===== src/rtl/pe_pkg.sv =====
// pe_pkg: constants, drain-state encoding and lane arithmetic shared by the
// PE core stages (result writeback, MAC array).
package pe_pkg;

  // Bytes moved by one 256-bit write beat; the write address advances by this.
  localparam int BEAT_BYTES = 32;

  // Lane format used by the saturating arithmetic: signed two's complement.
  localparam int LANE_W = 16;

  typedef enum logic {
    IDLE,
    REQ
  } drain_state_e;

  typedef struct packed {
    logic [LANE_W-1:0] sum;
    logic              clipped;
  } lane_sum_t;

  // Signed add one bit wider than a lane, clipped to the lane's max/min.
  // Overflow shows as disagreement between the two top bits of the wide sum.
  function automatic lane_sum_t sat_add(input logic [LANE_W-1:0] a,
                                        input logic [LANE_W-1:0] b);
    logic [LANE_W:0] wide;
    lane_sum_t       r;
    wide      = {a[LANE_W-1], a} + {b[LANE_W-1], b};
    r.clipped = wide[LANE_W] ^ wide[LANE_W-1];
    if (!r.clipped) begin
      r.sum = wide[LANE_W-1:0];
    end else if (wide[LANE_W]) begin
      r.sum = {1'b1, {(LANE_W-1){1'b0}}};
    end else begin
      r.sum = {1'b0, {(LANE_W-1){1'b1}}};
    end
    return r;
  endfunction

endpackage


===== src/rtl/pe_sync_fifo.sv =====
// pe_sync_fifo: synchronous FIFO with registered full/empty and an occupancy
// count. A push and a pop in the same cycle are both honoured; a push while
// full is dropped, so the producer must gate on full_o.
module pe_sync_fifo #(
  parameter int WIDTH = 256,
  parameter int DEPTH = 4
) (
  input  logic                   clk,
  input  logic                   rst,
  input  logic                   push_i,
  input  logic [WIDTH-1:0]       push_data_i,
  input  logic                   pop_i,
  output logic [WIDTH-1:0]       head_o,
  output logic                   full_o,
  output logic                   empty_o,
  output logic [$clog2(DEPTH):0] count_o
);

  localparam int AW = $clog2(DEPTH);
  localparam int CW = AW + 1;

  logic [AW-1:0]    wr_ptr_q, wr_ptr_d;
  logic [AW-1:0]    rd_ptr_q, rd_ptr_d;
  logic [CW-1:0]    count_q, count_d;
  logic             do_push, do_pop;
  logic [WIDTH-1:0] mem_q [DEPTH];

  assign full_o  = (count_q == CW'(DEPTH));
  assign empty_o = (count_q == '0);
  assign count_o = count_q;
  assign head_o  = mem_q[rd_ptr_q];

  assign do_push = push_i & ~full_o;
  assign do_pop  = pop_i & ~empty_o;

  // Next pointers and occupancy; pointers wrap naturally since DEPTH is 2^AW.
  always_comb begin
    // NOTE: every output of a combinational block gets a default first, so no
    // path leaves it unassigned and no latch is inferred.
    wr_ptr_d = wr_ptr_q;
    rd_ptr_d = rd_ptr_q;
    if (do_push) wr_ptr_d = wr_ptr_q + 1'b1;
    if (do_pop)  rd_ptr_d = rd_ptr_q + 1'b1;
    count_d = count_q + CW'(do_push) - CW'(do_pop);
  end

  // Pointer and count registers.
  always_ff @(posedge clk) begin
    // NOTE: sequential state uses non-blocking assignments so every register
    // samples pre-edge values regardless of statement order.
    if (rst) begin
      wr_ptr_q <= '0;
      rd_ptr_q <= '0;
      count_q  <= '0;
    end else begin
      wr_ptr_q <= wr_ptr_d;
      rd_ptr_q <= rd_ptr_d;
      count_q  <= count_d;
    end
  end

  // Entry storage.
  always_ff @(posedge clk) begin
    // NOTE: storage is deliberately not reset; the count marks which entries
    // are valid, and consumers gate the head when empty.
    if (do_push) mem_q[wr_ptr_q] <= push_data_i;
  end

endmodule


===== src/rtl/pe_result_writeback.sv =====
// pe_result_writeback: accumulates PE result beats lane-wise with signed
// saturation, buffers completed vectors, and drains them as 256-bit write
// requests over a req/ack handshake with address sequencing and counters.
module pe_result_writeback
  import pe_pkg::*;
#(
  parameter int DATA_WIDTH   = LANE_W,
  parameter int VECTOR_WIDTH = 16,
  parameter int FIFO_DEPTH   = 4
) (
  input  logic                               clk,
  input  logic                               rst,
  input  logic                               in_valid,
  output logic                               in_ready,
  input  logic [DATA_WIDTH*VECTOR_WIDTH-1:0] in_data,
  input  logic                               in_accum,
  input  logic                               in_last,
  input  logic                               cfg_load,
  input  logic [31:0]                        base_addr_i,
  output logic                               mem_req_o,
  output logic [31:0]                        mem_addr_o,
  output logic [DATA_WIDTH*VECTOR_WIDTH-1:0] mem_data_o,
  input  logic                               mem_ack_i,
  output logic                               busy_o,
  output logic [15:0]                        wr_count_o,
  output logic                               overflow_o
);

  localparam int VEC_W = DATA_WIDTH * VECTOR_WIDTH;
  localparam int CW    = $clog2(FIFO_DEPTH) + 1;

  drain_state_e state_q, state_d;

  logic [VEC_W-1:0] acc_q, acc_d;
  logic             group_open_q, group_open_d;
  logic [31:0]      addr_q, addr_d;
  logic [15:0]      wr_count_q, wr_count_d;
  logic             overflow_q, overflow_d;

  logic [VEC_W-1:0] sum_vec;
  logic             any_clip;
  logic             use_acc;
  logic             beat_accept;
  logic             cfg_ok;
  logic             mem_pop;
  logic [CW-1:0]    occ_after;

  logic             fifo_push;
  logic             fifo_full, fifo_empty;
  logic [VEC_W-1:0] fifo_head;
  logic [CW-1:0]    fifo_count;

  // Ready comes from the registered full flag, so a slot freed by a pop this
  // cycle is only offered next cycle. Held low while reset is asserted.
  assign in_ready    = ~fifo_full & ~rst;
  assign beat_accept = in_valid & in_ready;
  assign fifo_push   = beat_accept & in_last;
  assign use_acc     = in_accum & group_open_q;
  assign cfg_ok      = cfg_load & (state_q == IDLE) & fifo_empty & ~group_open_q;

  assign mem_req_o   = (state_q == REQ);
  assign mem_addr_o  = addr_q;
  assign mem_data_o  = fifo_empty ? '0 : fifo_head;
  assign busy_o      = ~fifo_empty | (state_q == REQ) | group_open_q;
  assign wr_count_o  = wr_count_q;
  assign overflow_o  = overflow_q;

  pe_sync_fifo #(
    .WIDTH (VEC_W),
    .DEPTH (FIFO_DEPTH)
  ) u_fifo (
    .clk         (clk),
    .rst         (rst),
    .push_i      (fifo_push),
    .push_data_i (sum_vec),
    .pop_i       (mem_pop),
    .head_o      (fifo_head),
    .full_o      (fifo_full),
    .empty_o     (fifo_empty),
    .count_o     (fifo_count)
  );

  // Lane-wise sum: pass the beat through unless it continues an open group.
  always_comb begin
    sum_vec  = in_data;
    any_clip = 1'b0;
    for (int i = 0; i < VECTOR_WIDTH; i++) begin
      lane_sum_t lane_r;
      lane_r = sat_add(acc_q[i*DATA_WIDTH +: DATA_WIDTH],
                       in_data[i*DATA_WIDTH +: DATA_WIDTH]);
      if (use_acc) begin
        sum_vec[i*DATA_WIDTH +: DATA_WIDTH] = lane_r.sum;
        any_clip = any_clip | lane_r.clipped;
      end
    end
  end

  // Accumulator next state: a last beat closes the group and clears acc.
  always_comb begin
    acc_d        = acc_q;
    group_open_d = group_open_q;
    if (beat_accept) begin
      if (in_last) begin
        acc_d        = '0;
        group_open_d = 1'b0;
      end else begin
        acc_d        = sum_vec;
        group_open_d = 1'b1;
      end
    end
  end

  // Accumulator registers.
  always_ff @(posedge clk) begin
    if (rst) begin
      acc_q        <= '0;
      group_open_q <= 1'b0;
    end else begin
      acc_q        <= acc_d;
      group_open_q <= group_open_d;
    end
  end

  // Drain FSM: request while the FIFO holds data; stay in REQ across
  // back-to-back acks as long as something remains after the pop.
  always_comb begin
    state_d   = state_q;
    mem_pop   = 1'b0;
    occ_after = fifo_count;
    case (state_q)
      IDLE: begin
        if (!fifo_empty) state_d = REQ;
      end
      REQ: begin
        if (mem_ack_i) begin
          mem_pop   = 1'b1;
          occ_after = fifo_count + CW'(fifo_push) - CW'(1'b1);
          if (occ_after == '0) state_d = IDLE;
        end
      end
      default: state_d = IDLE;
    endcase
  end

  // Drain state register.
  always_ff @(posedge clk) begin
    if (rst) state_q <= IDLE;
    else     state_q <= state_d;
  end

  // Address, write count and sticky overflow; cfg_load only when quiescent.
  always_comb begin
    addr_d     = addr_q;
    wr_count_d = wr_count_q;
    overflow_d = overflow_q;
    if (cfg_ok) begin
      addr_d     = base_addr_i;
      wr_count_d = '0;
      overflow_d = 1'b0;
    end else begin
      if (mem_pop) begin
        addr_d     = addr_q + 32'(BEAT_BYTES);
        wr_count_d = wr_count_q + 16'd1;
      end
      if (beat_accept && any_clip) overflow_d = 1'b1;
    end
  end

  // Counter registers.
  always_ff @(posedge clk) begin
    if (rst) begin
      addr_q     <= '0;
      wr_count_q <= '0;
      overflow_q <= 1'b0;
    end else begin
      addr_q     <= addr_d;
      wr_count_q <= wr_count_d;
      overflow_q <= overflow_d;
    end
  end

endmodule


===== config.mk =====
export PLATFORM = sky130hd
export DESIGN_NAME = pe_result_writeback
export DESIGN_NICKNAME = d
export VERILOG_FILES = /design/src/rtl/pe_pkg.sv /design/src/rtl/pe_sync_fifo.sv /design/src/rtl/pe_result_writeback.sv
export SDC_FILE = /design/constraint.sdc
export NUM_CORES = 2
export LEC_CHECK = 0
export ABC_AREA = 1
export CAP_MARGIN = 20
export CORE_UTILIZATION = 49
export DETAILED_ROUTE_END_ITERATION = 8
export MAX_ROUTING_LAYER = met4
export PLACE_DENSITY_LB_ADDON = 0.3
export SLEW_MARGIN = 15
export SYNTH_ARGS = -nofsm -noshare
export SYNTH_HDL_FRONTEND = slang
export SYNTH_SLANG_ARGS = --single-unit

===== constraint.sdc =====
create_clock -name clk -period 28.9 [get_ports clk]
set_clock_uncertainty 0.2 [all_clocks]
set_input_delay 7.225 -clock clk [delete_from_list [all_inputs] [get_ports clk]]
set_output_delay 7.225 -clock clk [all_outputs]
set_load 0.05 [all_outputs]

=== After elaboration in Yosys (flattened, before gate mapping) ===
Memories as Yosys holds them, arrays and structs flattened. A register that Yosys moved wholly into a read port is not among the register bits.
Index checks and enable logic that the tools add are counted.

* Bits in writable memories: 1024
* Register bits after elaboration: 314
* Output and inout bits: 308
* Word-level logic and storage cells: 166
* Input bits: 295
* Memories: 1

* Multiplexer cells: 79
* $add $sub $neg: 24
* Eq/ne operators: 1
* Bitwise gates (word level): 47
* Reductions and logical operators: 5

{| class="wikitable"
|+ Memories
! memory !! words !! bits a word !! read ports !! clocked after Yosys merged registers in !! wr ports !! RTL line !! RTL
|-
| u_fifo.mem_q || 4 || 256 || 1 || 1 || 1 || pe_sync_fifo.sv:26 || <nowiki>logic [WIDTH-1:0] mem_q [DEPTH];</nowiki>
|}

{| class="wikitable"
|+ Operator list
! kind !! number
|-
| $mux 16 || 48
|-
| $mux 256 || 2
|-
| $add 16x16->17 || 16
|-
| $mux 32 || 2
|-
| $add 32x6->32 const B || 1
|-
| $mux 1 || 24
|-
| $or 1x1->1 || 17
|-
| $add 16x1->16 const B || 1
|-
| $xor 1x1->1 || 16
|-
| $and 1x1->1 || 9
|-
| $add 3x1->3 || 2
|-
| $logic_not 3->1 || 2
|-
| $not 1->1 || 5
|-
| $add 2x1->2 const B || 2
|-
| $mux 2 || 2
|-
| $eq 3x3->1 const B || 1
|-
| $sub 3x1->3 || 1
|-
| $sub 3x1->3 const B || 1
|-
| $pmux 1 s2 || 1
|-
| $reduce_bool 2->1 || 1
|-
| $reduce_or 2->1 || 1
|-
| $logic_and 1x1->1 || 1
|}

=== Depth between registers and ports, before layout ===
* Word-level depth: 34
* Mapped depth: 24
* Depth with buffers taken out: 24

=== Cells and area by module ===
From an unflattened synthesis, not the netlist that was laid out.

* Cell total of the unflattened synthesis: 7376
* Area, all modules: 67991.5 um^2

{| class="wikitable"
|+ Modules (own cells, without submodules)
! module !! instances !! seq. area each (um^2) !! area an instance (um^2) !! cells an instance
|-
| pe_sync_fifo || 1 || 30929.7 || 38290.5 || 2544
|-
| pe_result_writeback || 1 || 6145.9 || 29701.0 || 4832
|}

=== Worst setup path before layout ===
No wires, ideal clock.

* Path type: in2reg
* From: input rst
* To: memory u_fifo.mem_q[0][0], enable pin
* Library setup time: 875 ps
* Path slack: 8460 ps
* Arrival: 19365 ps
* Cell stages on the path: 3
* Required time: 27825 ps
* Path buffers: 0
* Cells stage by stage: a31oi_1 -> nand3_1 -> nor2_1

* Cells in the longest elaborated chain, start to end: 7

{| class="wikitable"
|+ RTL lines
! what !! RTL line !! RTL
|-
| start, declared || pe_result_writeback.sv:12 || <nowiki>input logic rst,</nowiki>
|-
| $not 1->1 || pe_result_writeback.sv:55 || <nowiki>assign in_ready = ~fifo_full & ~rst;</nowiki>
|-
| $and 1x1->1 || pe_result_writeback.sv:55 ||
|-
| $and 1x1->1 || pe_result_writeback.sv:56 || <nowiki>assign beat_accept = in_valid & in_ready;</nowiki>
|-
| $and 1x1->1 || pe_result_writeback.sv:57 || <nowiki>assign fifo_push = beat_accept & in_last;</nowiki>
|-
| $and 1x1->1 || pe_sync_fifo.sv:33 || <nowiki>assign do_push = push_i & ~full_o;</nowiki>
|-
| $mux 1 || pe_sync_fifo.sv:66 || <nowiki>if (do_push) mem_q[wr_ptr_q] <= push_data_i;</nowiki>
|-
| $mux 1 (implied by the code) || pe_sync_fifo.sv:66 ||
|-
| end, declared || pe_sync_fifo.sv:26 ||
|}

No other way between the ends.

=== Worst setup path after layout ===
* From: input rst
* To: output in_ready

* Cells in the longest elaborated chain, start to end: 2

{| class="wikitable"
|+ RTL lines
! what !! RTL line !! RTL
|-
| $not 1->1 || pe_result_writeback.sv:55 ||
|-
| $and 1x1->1 || pe_result_writeback.sv:55 ||
|-
| end, declared || pe_result_writeback.sv:14 || <nowiki>output logic in_ready,</nowiki>
|}

No other way between the ends.

==> qor.yml <==
crit_type: "input pin to output pin"
rows: 135
drc: 0
clkLatencyLatePin_ns: 0.77
critical_path.endpoint_type: "output pin"
cts-root-buf: "clkbuf_16"
hold_buffers: 0
multi_input_area_mm2: 0.0276
port_buffers: 602
yosysSeqAreaShare_pct: 55.1
grt_usage_pct: 27.7
final-hold-violation-count: 0
post_cts_resized: 0
via_per_inst: 5.55
wl_um: 190000
ys_async_sr_fraction_pct: 0
grt_pass1_wl_um: 294000
coreArea_mm2: 0.136
cap_violations: 0
ant_nets: 0
clkTransAtPathRegs_ns: 0.06
fin_cells: 9711
setup_viol_count_final: 0
power_density_mw_per_mm2: 68.3
worstPathRequired_ns: 21.48
syn-mean-instance-area_um2: 9.15
synthToLayoutAreaGrowth_pct: 18.1
gp_congestion: 0.905
slew_violations: 0
cellLeakagePower_nw: 30.3
hold_path.class: "flop to flop"
critPathCapture: "in_ready"
whs_ns: 0.254
final.setup.tns_ns: 0
cts_buffers: 143
start_util_pct: 49.5
grt.overflow.total: 0
clockBufferDepth: 3
r2r_cells: 24
synth_edf_count: 1024
grt_max_degree: 220
dpl.cell_count: 9425
worstMarginPinSlew_ns: 1.12
layout-drive-gt1-share_pct: 5.29
path_max_fanout: 97
synth_top_area_share_pct: 45.7
antenna_found_initial: 28
arrival_ns: 8.96
drt_first_pass_iters: 9
fin_nets: 8378
first_iter_violations: 4691
finalCritPeriodShare_pct: 56.7
nFillCells: 11421
ys_types: 62
die_area_mm2: 0.139
outcome: "finished, final reports clean"
ios: 603
htree_levels: 4
post-route-min-period_ns: 16.38
regArea_mm2: 0.0371
post-route-util_pct: 58.5
synth_top_area_cell: "edfxtp_1"
dp_hpwl_um: 118000
postCtsSetupRepairBufs: 0
reg2reg_from: "acc_q[2]$_SDFFE_PP0P_"
fp.dieH_um: 373
max-slew-margin-rel_pct: 25.1
die_w_um: 373
vias: 53910
synth_seq_cells: 1340
routedWlPerCell_um: 19.6
fmax_ghz: 0.0610
netlist_area_mm2: 0.0673
cts.sinks: 1340
grt_pass1_vias: 51634
vdd_drop_max_mv: 0.0627
synth_nets: 7951
rsz0062_at_grt: "no"
synth_area_leaders: "edfxtp_1 (46%), dfxtp_1 (9.4%), nand2_1 (7.7%), nor2_1 (7.1%), a21oi_1 (6.3%)"
postSynthCellCount: 7363
setup.worst_path.start: "rst"
worst_setup_path_start_kind: "input pin"
synth_ff_type: "edfxtp_1"
yosysWarnings: 0
rrSetupSlack_ns: 23.32
reg2reg_to: "overflow_o$_SDFFE_PP0P_"
cts_tree: "yes"
stage by stage:
step	worst slack [ns]	area, µm²	power, mW
floorplan	8.46	67300	3.12
finish	12.52	79500	5.43
CTS	12.54	79400	5.45
detailed placement	12.55	74600	3.59
global route	12.44	79500	5.63
global placement	12.56	74600	3.58
area by class of cell:
class | count | area share [%]
inverter | 334 | 1.61
clock buffer | 187 | 4.96
timing repair buffer | 644 | 8.18
antenna | 24 | 0.0755
sequential | 1340 | 46.6
clock inverter | 74 | 1.03
tap | 1781 | 2.80
multi-input combinational | 5327 | 34.7
state kept, by name, summed over array words and instances, names as in the netlist, named ones only:
name and flops:
mem_addr_o 32, acc_q 256, u_fifo.mem_q 1024, u_fifo.wr_ptr_q 2, wr_count_o 16, u_fifo.rd_ptr_q 2
mem_req_o 1, group_open_q 1, overflow_o 1, u_fifo.count_o 3
cells by family (layout without fill, tap and decap cells):
kind of cell             Yosys count  in the layout  synth area share (%)
buffers and inverters            696           1239                  4.07
adder cells (fa/ha/maj)          293            293                  5.63
XOR/XNOR                         171            171                  2.26
AND/OR/NAND/NOR                 3014           3014                  17.9
flip-flops                      1340           1340                  55.1
AO/OA/AOI/OAI                   1849           1849                  15.0
other                              0             24                     0
cell usage in the layout (no fill, tap or decap), types with 10 or more instances in the layout:
master,Yosys,final
nand2_1,1378,1376
nor2_1,1269,1264
edfxtp_1,1024,1024
a21oi_1,847,847
o21ai_0,686,686
clkdlybuf4s50_1,0,601
dfxtp_1,316,314
inv_1,313,312
ha_1,276,276
nand3_1,179,179
clkbuf_16,0,148
xor2_1,125,125
nor3_1,58,57
o21ai_1,47,47
xnor2_1,43,43
a31oi_1,36,36
a21o_1,35,35
a22o_1,32,32
o211ai_1,30,30
clkbuf_1,269,30
buf_4,7,30
o21a_1,29,29
clkinv_2,0,28
diode_2,0,24
nand2_2,24,24
o21bai_1,18,18
inv_2,19,18
nand3b_1,18,18
a21oi_2,17,17
fa_1,17,17
nand4_1,16,16
bufinv_16,0,16
or2_2,15,15
clkinv_1,2,15
nor2_2,14,14
buf_12,0,11
nor2_4,5,10
o31ai_1,10,10
synth_stat cells, drive strengths merged, types with 47 or more instances:
master  number
nor2      1288
inv        332
edfxtp    1024
a21oi      865
nand2     1404
ha         276
buf         93
clkbuf     269
o21ai      738
nor3        66
a31oi       47
xor2       128
dfxtp      316
nand3      187
layer usage:
metal,share of wire (%),wire [µm],vias up,global-route usage [%]
met5,0,0,-,-
met4,2.6,5030,0,8.51
met3,7.2,13700,254,4.76
met2,47,90200,1753,44.4
met1,43,81500,25669,36.0
li1,-,-,26234,-
worst min-delay path by stage:
stage / end / depth (start not counted) / startpoint
final: overflow_o$_SDFFE_PP0P_ / 2 / overflow_o$_SDFFE_PP0P_
after global routing: acc_q[137]$_SDFFE_PP0P_ / 2 / acc_q[137]$_SDFFE_PP0P_
after CTS: overflow_o$_SDFFE_PP0P_ / 2 / overflow_o$_SDFFE_PP0P_
after detailed placement: overflow_o$_SDFFE_PP0P_ / 2 / overflow_o$_SDFFE_PP0P_
after global placement: overflow_o$_SDFFE_PP0P_ / 2 / overflow_o$_SDFFE_PP0P_
after floorplan: flop / 2 / u_fifo.rd_ptr_q[1]$_SDFFE_PP0P_
critical path, stage by stage:
cell and delay (ns):
buf_8 0.27, a31oi_1 0.46, clkdlybuf4s50_1 0.93
power breakdown:
part	switching, mW	internal [mW]
sequential	0.0356	2.15
combinational	0.978	0.395
clock	0.759	1.11
Note: power is estimated with default switching activity, not from simulation.
